$ cat config.mk
export PLATFORM = sky130hd
export DESIGN_NAME = simd_cs_resolve
export DESIGN_NICKNAME = d
export VERILOG_FILES = /design/src/rtl/simd_cs_resolve.sv
export SDC_FILE = /design/constraint.sdc
export NUM_CORES = 1
export LEC_CHECK = 0
export ABC_AREA = 1
export CORE_UTILIZATION = 28
export DETAILED_ROUTE_END_ITERATION = 10
export HOLD_SLACK_MARGIN = 0.15
export SETUP_SLACK_MARGIN = 0.2
export SLEW_MARGIN = 20
export SYNTH_ARGS = -nofsm -noshare
export SYNTH_HDL_FRONTEND = slang
export SYNTH_SLANG_ARGS = --single-unit
$ cat constraint.sdc
create_clock -name clk_i -period 4.45 [get_ports clk_i]
set_clock_uncertainty 0.15 [all_clocks]
set_input_delay 0.445 -clock clk_i [delete_from_list [all_inputs] [get_ports clk_i]]
set_output_delay 0.445 -clock clk_i [all_outputs]
set_load 0.01 [all_outputs]
$ cat src/rtl/simd_cs_resolve.sv
// Resolves a 256-bit carry-save SIMD result (ps + (sc<<1), lane-confined) into binary, CHUNK bits per cycle.
// Optional per-lane carry-out port ovf_o is enabled by defining SIMD_CS_RESOLVE_CARRY_OUT_EN.
module simd_cs_resolve #(
  parameter int CHUNK = 64
) (
  input  logic         clk_i,
  input  logic         rst_n_i,
  input  logic         in_valid_i,
  output logic         in_ready_o,
  input  logic [255:0] ps_i,
  input  logic [255:0] sc_i,
  input  logic [2:0]   width_i,
  output logic         out_valid_o,
  input  logic         out_ready_i,
  output logic [255:0] res_o,
`ifdef SIMD_CS_RESOLVE_CARRY_OUT_EN
  output logic [7:0]   ovf_o,
`endif
  output logic [1:0]   state_o
);

  // Handshakes: a transfer happens on a rising edge where valid && ready are both high;
  // valid never depends on ready, and payload is held stable while valid is high.

  localparam int N = 256 / CHUNK;
  localparam int S = CHUNK / 32;
  localparam logic [2:0] LAST = 3'(N - 1);

  typedef enum logic [1:0] {IDLE = 2'd0, ADD = 2'd1, DONE = 2'd2} state_t;

  state_t         state_q, state_d;
  logic [255:0]   ps_q, sc_q, res_q, sc_sh;
  logic [2:0]     width_q, cnt_q;
  logic           carry_q, carry_d;
  logic           load, step;
  logic [3:0]     lane_sl;
  logic [CHUNK-1:0] chunk_sum;
`ifdef SIMD_CS_RESOLVE_CARRY_OUT_EN
  logic [7:0]     ovf_q, ovf_d;
`endif

  // True when 32-bit slice g begins a lane (g == 8 marks the top of the word).
  function automatic logic lane_start(input int g, input logic [3:0] wsl);
    return (4'(g) & (wsl - 4'd1)) == 4'd0;
  endfunction

  always_comb begin
    if (width_q[2])      lane_sl = 4'd8;
    else if (width_q[1]) lane_sl = 4'd4;
    else if (width_q[0]) lane_sl = 4'd2;
    else                 lane_sl = 4'd1;
  end

  // Lane-confined sc shift: the bit entering each lane LSB is forced to zero.
  always_comb begin
    sc_sh = sc_q << 1;
    for (int g = 0; g < 8; g++) begin
      if (lane_start(g, lane_sl)) sc_sh[g*32] = 1'b0;
    end
  end

  always_comb begin
    logic        c;
    logic [31:0] s32;
    int          base, g;
    base      = int'(cnt_q) * CHUNK;
    c         = carry_q;
    s32       = '0;
    chunk_sum = '0;
`ifdef SIMD_CS_RESOLVE_CARRY_OUT_EN
    ovf_d     = '0;
`endif
    for (int s = 0; s < S; s++) begin
      g = int'(cnt_q) * S + s;
      if (lane_start(g, lane_sl)) c = 1'b0;
      {c, s32} = {1'b0, ps_q[base+s*32 +: 32]} + {1'b0, sc_sh[base+s*32 +: 32]} + {32'd0, c};
      chunk_sum[s*32 +: 32] = s32;
`ifdef SIMD_CS_RESOLVE_CARRY_OUT_EN
      if (lane_start(g + 1, lane_sl)) ovf_d[g] = c;
`endif
    end
    carry_d = c;
  end

  always_comb begin
    state_d     = state_q;
    in_ready_o  = 1'b0;
    out_valid_o = 1'b0;
    load        = 1'b0;
    step        = 1'b0;
    case (state_q)
      IDLE: begin
        in_ready_o = 1'b1;
        if (in_valid_i) begin
          load    = 1'b1;
          state_d = ADD;
        end
      end
      ADD: begin
        step = 1'b1;
        if (cnt_q == LAST) state_d = DONE;
      end
      DONE: begin
        out_valid_o = 1'b1;
        if (out_ready_i) state_d = IDLE;
      end
      default: state_d = IDLE;
    endcase
  end

  always_ff @(posedge clk_i or negedge rst_n_i) begin
    if (!rst_n_i) state_q <= IDLE;
    else          state_q <= state_d;
  end

  always_ff @(posedge clk_i or negedge rst_n_i) begin
    if (!rst_n_i) begin
      ps_q    <= '0;
      sc_q    <= '0;
      width_q <= '0;
      cnt_q   <= '0;
      carry_q <= 1'b0;
      res_q   <= '0;
`ifdef SIMD_CS_RESOLVE_CARRY_OUT_EN
      ovf_q   <= '0;
`endif
    end else if (load) begin
      ps_q    <= ps_i;
      sc_q    <= sc_i;
      width_q <= width_i;
      cnt_q   <= '0;
      carry_q <= 1'b0;
      res_q   <= '0;
`ifdef SIMD_CS_RESOLVE_CARRY_OUT_EN
      ovf_q   <= '0;
`endif
    end else if (step) begin
      res_q[int'(cnt_q)*CHUNK +: CHUNK] <= chunk_sum;
      carry_q <= carry_d;
      cnt_q   <= (cnt_q == LAST) ? 3'd0 : cnt_q + 3'd1;
`ifdef SIMD_CS_RESOLVE_CARRY_OUT_EN
      ovf_q   <= ovf_q | ovf_d;
`endif
    end
  end

  assign res_o   = res_q;
  assign state_o = state_q;
`ifdef SIMD_CS_RESOLVE_CARRY_OUT_EN
  assign ovf_o   = ovf_q;
`endif

endmodule

==> results of run 1 <==
[cells by family (layout without fill, tap and decap cells)]
kind of cell / count (synthesis) / after routing / share of synthesized area [%]
xor+xnor: 27 / 27 / 0.6151
compound gates: 550 / 550 / 7.329
other cells: 0 / 15 / 0
flops: 776 / 776 / 50.51
simple gates: 3312 / 3312 / 33.52
buf+inv: 561 / 1885 / 5.640
fa+ha+maj: 71 / 71 / 2.389
[flip-flops by register name, indices dropped and copies added (netlist names)]
signal   count
carry_q      1
sc_q       255
ps_q       256
res_o      256
cnt_q        3
width_q      3
state_o      2
[metal layers]
metal  GRT usage [%]  vias to the layer above
met5               0                        -
li1                -                    18993
met4           8.148                       12
met2           36.87                     1513
met3           4.274                      295
met1           35.34                    19507
[final timing paths]
check | cells after the start | end | from | slack, ps
max | 22 | res_o[238] | cnt_q[0] | -270
min | 3 | ps_q[66] | ps_i[66] | 180
max reg2reg | 22 | res_o[238] | cnt_q[0] | -270
min reg2reg | 2 | sc_q[241] | sc_q[241] | 320
max in group asynchronous | 3 | res_o[50] | rst_n_i | 2650
min in group asynchronous | 2 | ps_q[210] | rst_n_i | 280
[power breakdown]
group          leakage, nW  total (mW)  internal (mW)  switching (mW)
clock network         1.52        7.81           4.59            3.22
registers             9.99        12.2           10.1            2.09
logic                 17.5        37.2           13.7            23.5
[synth_stat cells]
cell type,n,area [sq um]
inv_2,5,18.77
o22ai_1,3,18.77
clkbuf_1,222,833.3
o21bai_1,3,22.52
nand3_1,205,1026
inv_4,1,6.260
nand4_1,21,131.4
nor3_1,10,50.05
nor3_4,1,16.27
nand2_1,2445,9178
nand2_2,2,12.51
or2_2,10,62.56
a21o_1,3,22.52
nor2_1,599,2248
a21oi_1,166,830.8
a2bb2oi_1,1,8.760
o21ai_1,54,270.3
a211oi_1,1,7.510
inv_1,274,1028
buf_4,3,22.52
and2_1,6,37.54
nand3b_1,1,7.510
xor2_1,16,140.1
nor2_4,2,22.52
xnor2_1,11,96.34
and3_1,6,37.54
dfrtp_1,776,19420
o21ai_0,308,1541
ha_1,67,838.3
nor2_8,1,20.02
nor4_1,1,6.260
nand3_2,1,10.01
nor4_4,1,21.27
fa_1,4,80.08
o31ai_1,1,7.510
a22o_1,10,87.58
clkinv_1,1,3.750
buf_2,39,195.2
buf_1,16,60.06
[final cells by class]
class | count | area [sq um] | share of cell area (%)
antenna | 15 | 37.54 | 0.06480
clock buffer | 139 | 2729 | 4.711
clock inverter | 28 | 361.6 | 0.6243
inverter | 281 | 1092 | 1.886
multi-input combinational | 3960 | 17800 | 30.72
sequential | 776 | 19430 | 33.54
tap | 1781 | 2228 | 3.847
timing repair buffer | 1436 | 14240 | 24.59
timing repair inverter | 1 | 8.758 | 0.01512
[worst max-delay path, delay by kind of cell, from the launching register on]
family	cells	cell delay (ps)
AOI/OAI and AO/OA	5	1050
buffers and inverters	6	910
adders and majority gates	3	1180
and+or+nand+nor	8	780
DFF	1	470
[repair_timing]
action | CTS | global route
hold buffers | 377 | 0
pin swaps | 62 | 68
resized for setup | 155 | 138
cloned | 1 | 1
hold endpoints to repair | 451 | 0
setup buffers | 26 | 7
endpoints found under the setup margin | 125 | 136
[through the flow]
stage                     power (mW)  util (%)  cell area [sq um]  setup TNS [ps]  instances
after detailed placement       45.35     36.60              49700          -33190       7823
after global placement         45.15     36.60              49700          -33150       7823
after CTS                      55.56     42.20              57310          -19950       8394
after floorplan                28.54         -              38520               0       5297
after global routing           61.14     42.64              57910          -47610       8411
final                          57.20     42.65              57920          -13330       8417
==> results.yml, run 1 <==
run_status:
  status: "complete, but fails checks"
  violations: "negative setup slack"
floorplanning:
  initial_core_util_pct: 28.31
  rows: 135
  core_sq_um: 135800
  die_x_microns: 372.6
  die_h_microns: 372.6
  pin_count: 779
  fp.dieArea_sq_um: 138800
pwr:
  p_leak_nw: 29.00
  ir_drop_uv: 523.2
  power_density_nw_per_um2: 987.5
grt:
  grt_max_degree: 220
  antenna_found_initial: 25
  grt_pass1_wl_microns: 252800
  grt_usage_pct: 24.52
  grt_pass1_vias: 38954
  overflow: 0
clock_tree:
  clock_latency_ps: 730
  clk_pin_slew_ps: 60
  cts_tree: "yes"
  clock_path_buffers: 3
  cts_htree_levels: 3
  cts-buffers-inserted: 91
  root_buffer: "clkbuf_16"
  clock_sinks: 776
sta:
  slew_violations: 0
  finalSetupViolCount: 110
  hold_viol_final: 0
  layout_setup_ws_ps: -265.4
  final.period_utilization_pct: 106.0
  period_minus_slack_ps: 4715
  rsz0062_at_grt: "true"
  relSlewSlack_pct: 11.22
  max_freq_mhz: 212.1
  worst_hold_slack_ps: 184.9
  tightest_slew_ps: 1332
run:
  maxCapViolations: 0
cells_and_area:
  layout_commonest_cell: "nand2_1"
  syn2layout_area_growth_pct: 50.66
  fillCellCount: 13756
  layout_common_cells: "nand2_1 (2,349), clkdlybuf4s50_1 (776), dfrtp_1 (773), nor2_1 (587), dlygate4sd3_1 (377)"
  nets: 7137
  drive_gt1_share_pct: 10.10
yosys:
  synth-seq-cells: 776
  netlist-cell-type-count: 39
  ys.warnings.count: 0
  synthCells: 5297
  synth_area_sq_um: 38450
  synth.yosys.seq_area_share_pct: 50.51
  postSynthAreaPerCell_sq_um: 7.258
  syn_nets: 5887
drt:
  wl_met1_microns: 81120
  wl_per_cell_microns: 20.78
  viasPerCell: 4.790
  dr_wl_met3_microns: 11650
  vias: 40320
  wl_met2_microns: 76340
  detail-route-antenna-nets: 0
  top_layer: "met5"
  dr.pass1.iters: 7
  drc: 0
  drt_iter0_drc: 3883
  route.final.wire_length_microns: 174900
placed_design:
  place_congestion: 0.9346
  io_buffer_count: 777
  dp_hpwl_microns: 126500
  post-place-ws_ps: -528.0
critical_path:
  worstSetupPathType: "flop to flop"
  cp.arrival_ps: 5130
  endpoint_kind: "flop"
  path_cells: "buf_12, buf_8, buf_4, buf_4, nor2_1, nor2_1, o21ai_0, a21oi_1, ha_1, a21oi_1, a2bb2oi_2, fa_2, fa_2, buf_6, nand2_2, nand3_4, nand2_1, nand2_2, buf_6, or2_4, nand3_2, o21ai_1"
  required_ps: 4860
  cpPeakStageDelay_ps: 470
  cp-start-kind: "flop"
  crit_slowest_cell: "dfrtp_4"
  critPathMaxFanout: 9
hold_path:
  hold_class: "input pin to flop"
Power figures use the tool's default switching activity.
==> inputs of run 2 (changes only) <==
--- a/config.mk
+++ b/config.mk
@@ -6,9 +6,11 @@
 export NUM_CORES = 1
 export LEC_CHECK = 0
 export ABC_AREA = 1
-export CORE_UTILIZATION = 28
+export CORE_AREA = 2 2 307 309
 export DETAILED_ROUTE_END_ITERATION = 10
+export DIE_AREA = 0 0 309 311
 export HOLD_SLACK_MARGIN = 0.15
+export PLACE_DENSITY = 0.69
 export SETUP_SLACK_MARGIN = 0.2
 export SLEW_MARGIN = 20
 export SYNTH_ARGS = -nofsm -noshare
==> run 2 against run 1 <==
  * The run still ends with negative setup slack left
  * Sequential power barely moved
  * Routed wire length fell by 11%
  * Cell area fell by 7.9%
  * Hold slack got worse by 3.8 ps
  * Die area fell by 31%
  * Clock power fell by 5.5%
  * Power fell by 4.9%
  * Clock-buffer cell count fell by 24
  * Utilization rose by 15 points
  * Flip-flop and latch count did not move
  * Register-to-register slack got worse by 20 ps
  * Critical path type unchanged
  * Highest routed layer unchanged
==> results.yml, run 2 (synthesis results as in run 1) <==
run:
  maxCapViolations: 0
cells_and_area:
  syn2layout_area_growth_pct: 38.70
  nets: 6774
  layout_commonest_cell: "nand2_1"
  stdcell_area_sq_um: 53330
  drive_gt1_share_pct: 9.634
  fillCellCount: 8623
  fin_util_pct: 57.48
  layout_common_cells: "nand2_1 (2,380), clkdlybuf4s50_1 (776), dfrtp_1 (773), nor2_1 (592), o21ai_0 (276)"
sta:
  max_freq_mhz: 211.0
  period_minus_slack_ps: 4739
  relSlewSlack_pct: 22.08
  layout_setup_ws_ps: -289.0
  rsz0062_at_grt: "true"
  hold_viol_final: 0
  finalSetupViolCount: 99
  final.period_utilization_pct: 106.5
  finalSetupTns_ps: -15340
  tightest_slew_ps: 1168
  worst_hold_slack_ps: 181.1
  slew_violations: 0
drt:
  dr_wl_met3_microns: 13970
  drt_iter0_drc: 4373
  wl_met1_microns: 67400
  wl_met2_microns: 67680
  detail-route-antenna-nets: 0
  route.final.wire_length_microns: 155200
  drc: 0
  wl_per_cell_microns: 20.65
  dr.pass1.iters: 6
  top_layer: "met5"
  viasPerCell: 5.153
  vias: 38738
grt:
  antenna_found_initial: 25
  overflow: 0
  grt_usage_pct: 31.61
  grt_pass1_vias: 36893
  grt_pass1_wl_microns: 229900
  grt_max_degree: 205
clock_tree:
  cts_tree: "yes"
  clock_latency_ps: 650
  clk_pin_slew_ps: 60
  cts_htree_levels: 3
  cts-buffers-inserted: 84
  root_buffer: "clkbuf_16"
  clock_sinks: 776
  clock_path_buffers: 3
critical_path:
  endpoint_kind: "flop"
  cp_common_cell: "buf_4"
  critPathMaxFanout: 3
  cp-start-kind: "flop"
  reg2reg_slack_ps: -290
  required_ps: 4860
  crit_slowest_cell: "fa_2"
  cpPeakStageDelay_ps: 460
  cp.arrival_ps: 5150
  worstSetupPathType: "flop to flop"
placed_design:
  placed_area_sq_um: 48800
  io_buffer_count: 777
  place_congestion: 0.9586
  dp_hpwl_microns: 113100
pwr:
  power_density_nw_per_um2: 1021
  p_leak_nw: 27.35
  ir_drop_uv: 561.3
hold_path:
  hold_class: "input pin to flop"
floorplanning:
  pin_count: 779
  core_sq_um: 92770
  rows: 112
  die_x_microns: 309
  initial_core_util_pct: 41.44
  die_h_microns: 311
  fp.dieArea_sq_um: 96100
run_status:
  status: "complete, but fails checks"
  violations: "negative setup slack"
==> run 2: changes by cell type in the layout (fill, tap and decap cells not counted), moves of 8 or more <==
cell / before / now
dlygate4sd3_1: 377 / 23
nand2_1: 2349 / 2380
nand2_2: 77 / 46
clkbuf_1: 22 / 9
o21ai_1: 56 / 69
nand3_1: 165 / 176
nand3_2: 32 / 23
buf_6: 26 / 18
==> run 2: worst paths after layout <==
path                             from         end  cells after the start
max reg2reg                width_q[2]  res_o[232]                     28
min                         ps_i[187]   ps_q[187]                      3
max                        width_q[2]  res_o[232]                     28
min reg2reg                res_o[227]  res_o[227]                      2
max in group asynchronous     rst_n_i  res_o[190]                      3
min in group asynchronous     rst_n_i    ps_q[22]                      2
==> run 2: timing repair <==
action                                 CTS  global route
endpoints found under the hold margin  109             0
hold buffers                            23             0
setup endpoints to repair              121           139
pin swaps                               51            48
cloned                                   5             0
gates resized for setup                134            95
setup buffers                           49             7
==> run 2: worst max-delay path, delay by kind of cell, from the launching register on <==
family / cells / cell delay, ps
adders and majority gates: 2 / 880
xor gates and xnor gates: 1 / 150
buffers and inverters: 17 / 1930
AOI/OAI and AO/OA: 2 / 260
and+or+nand+nor: 6 / 830
DFF: 1 / 430
==> run 2: final cells by class <==
class	instances	area (sq um)	share of cell area, %
timing repair inverter	1	8.758	0.01642
timing repair buffer	1080	10680	20.02
antenna	14	35.03	0.06570
inverter	281	1080	2.025
tap	1254	1569	2.942
clock inverter	36	419.2	0.7860
sequential	776	19430	36.44
clock buffer	115	2472	4.636
multi-input combinational	3960	17640	33.08
==> run 2: layer usage <==
metal	vias to the layer above	global-route usage, %
li1	18239	-
met1	18422	45.29
met2	1795	47.15
met3	266	5.776
met4	16	12.68
met5	-	0
==> run 2: where the power goes <==
part           switching [mW]  internal (mW)  total, mW
clock                    3.06           4.32       7.38
combinational            22.0           13.0       35.0
sequential               1.98           10.1       12.1
==> run 2: stage by stage <==
step | power, mW | instances | setup WS (ps)
floorplan | 28.54 | 5297 | 176.3
global placement | 42.99 | 7268 | -320.3
detailed placement | 43.23 | 7268 | -350.5
CTS | 52.55 | 7496 | -180.5
global route | 57.99 | 7515 | -545.4
finish | 54.42 | 7517 | -289.0
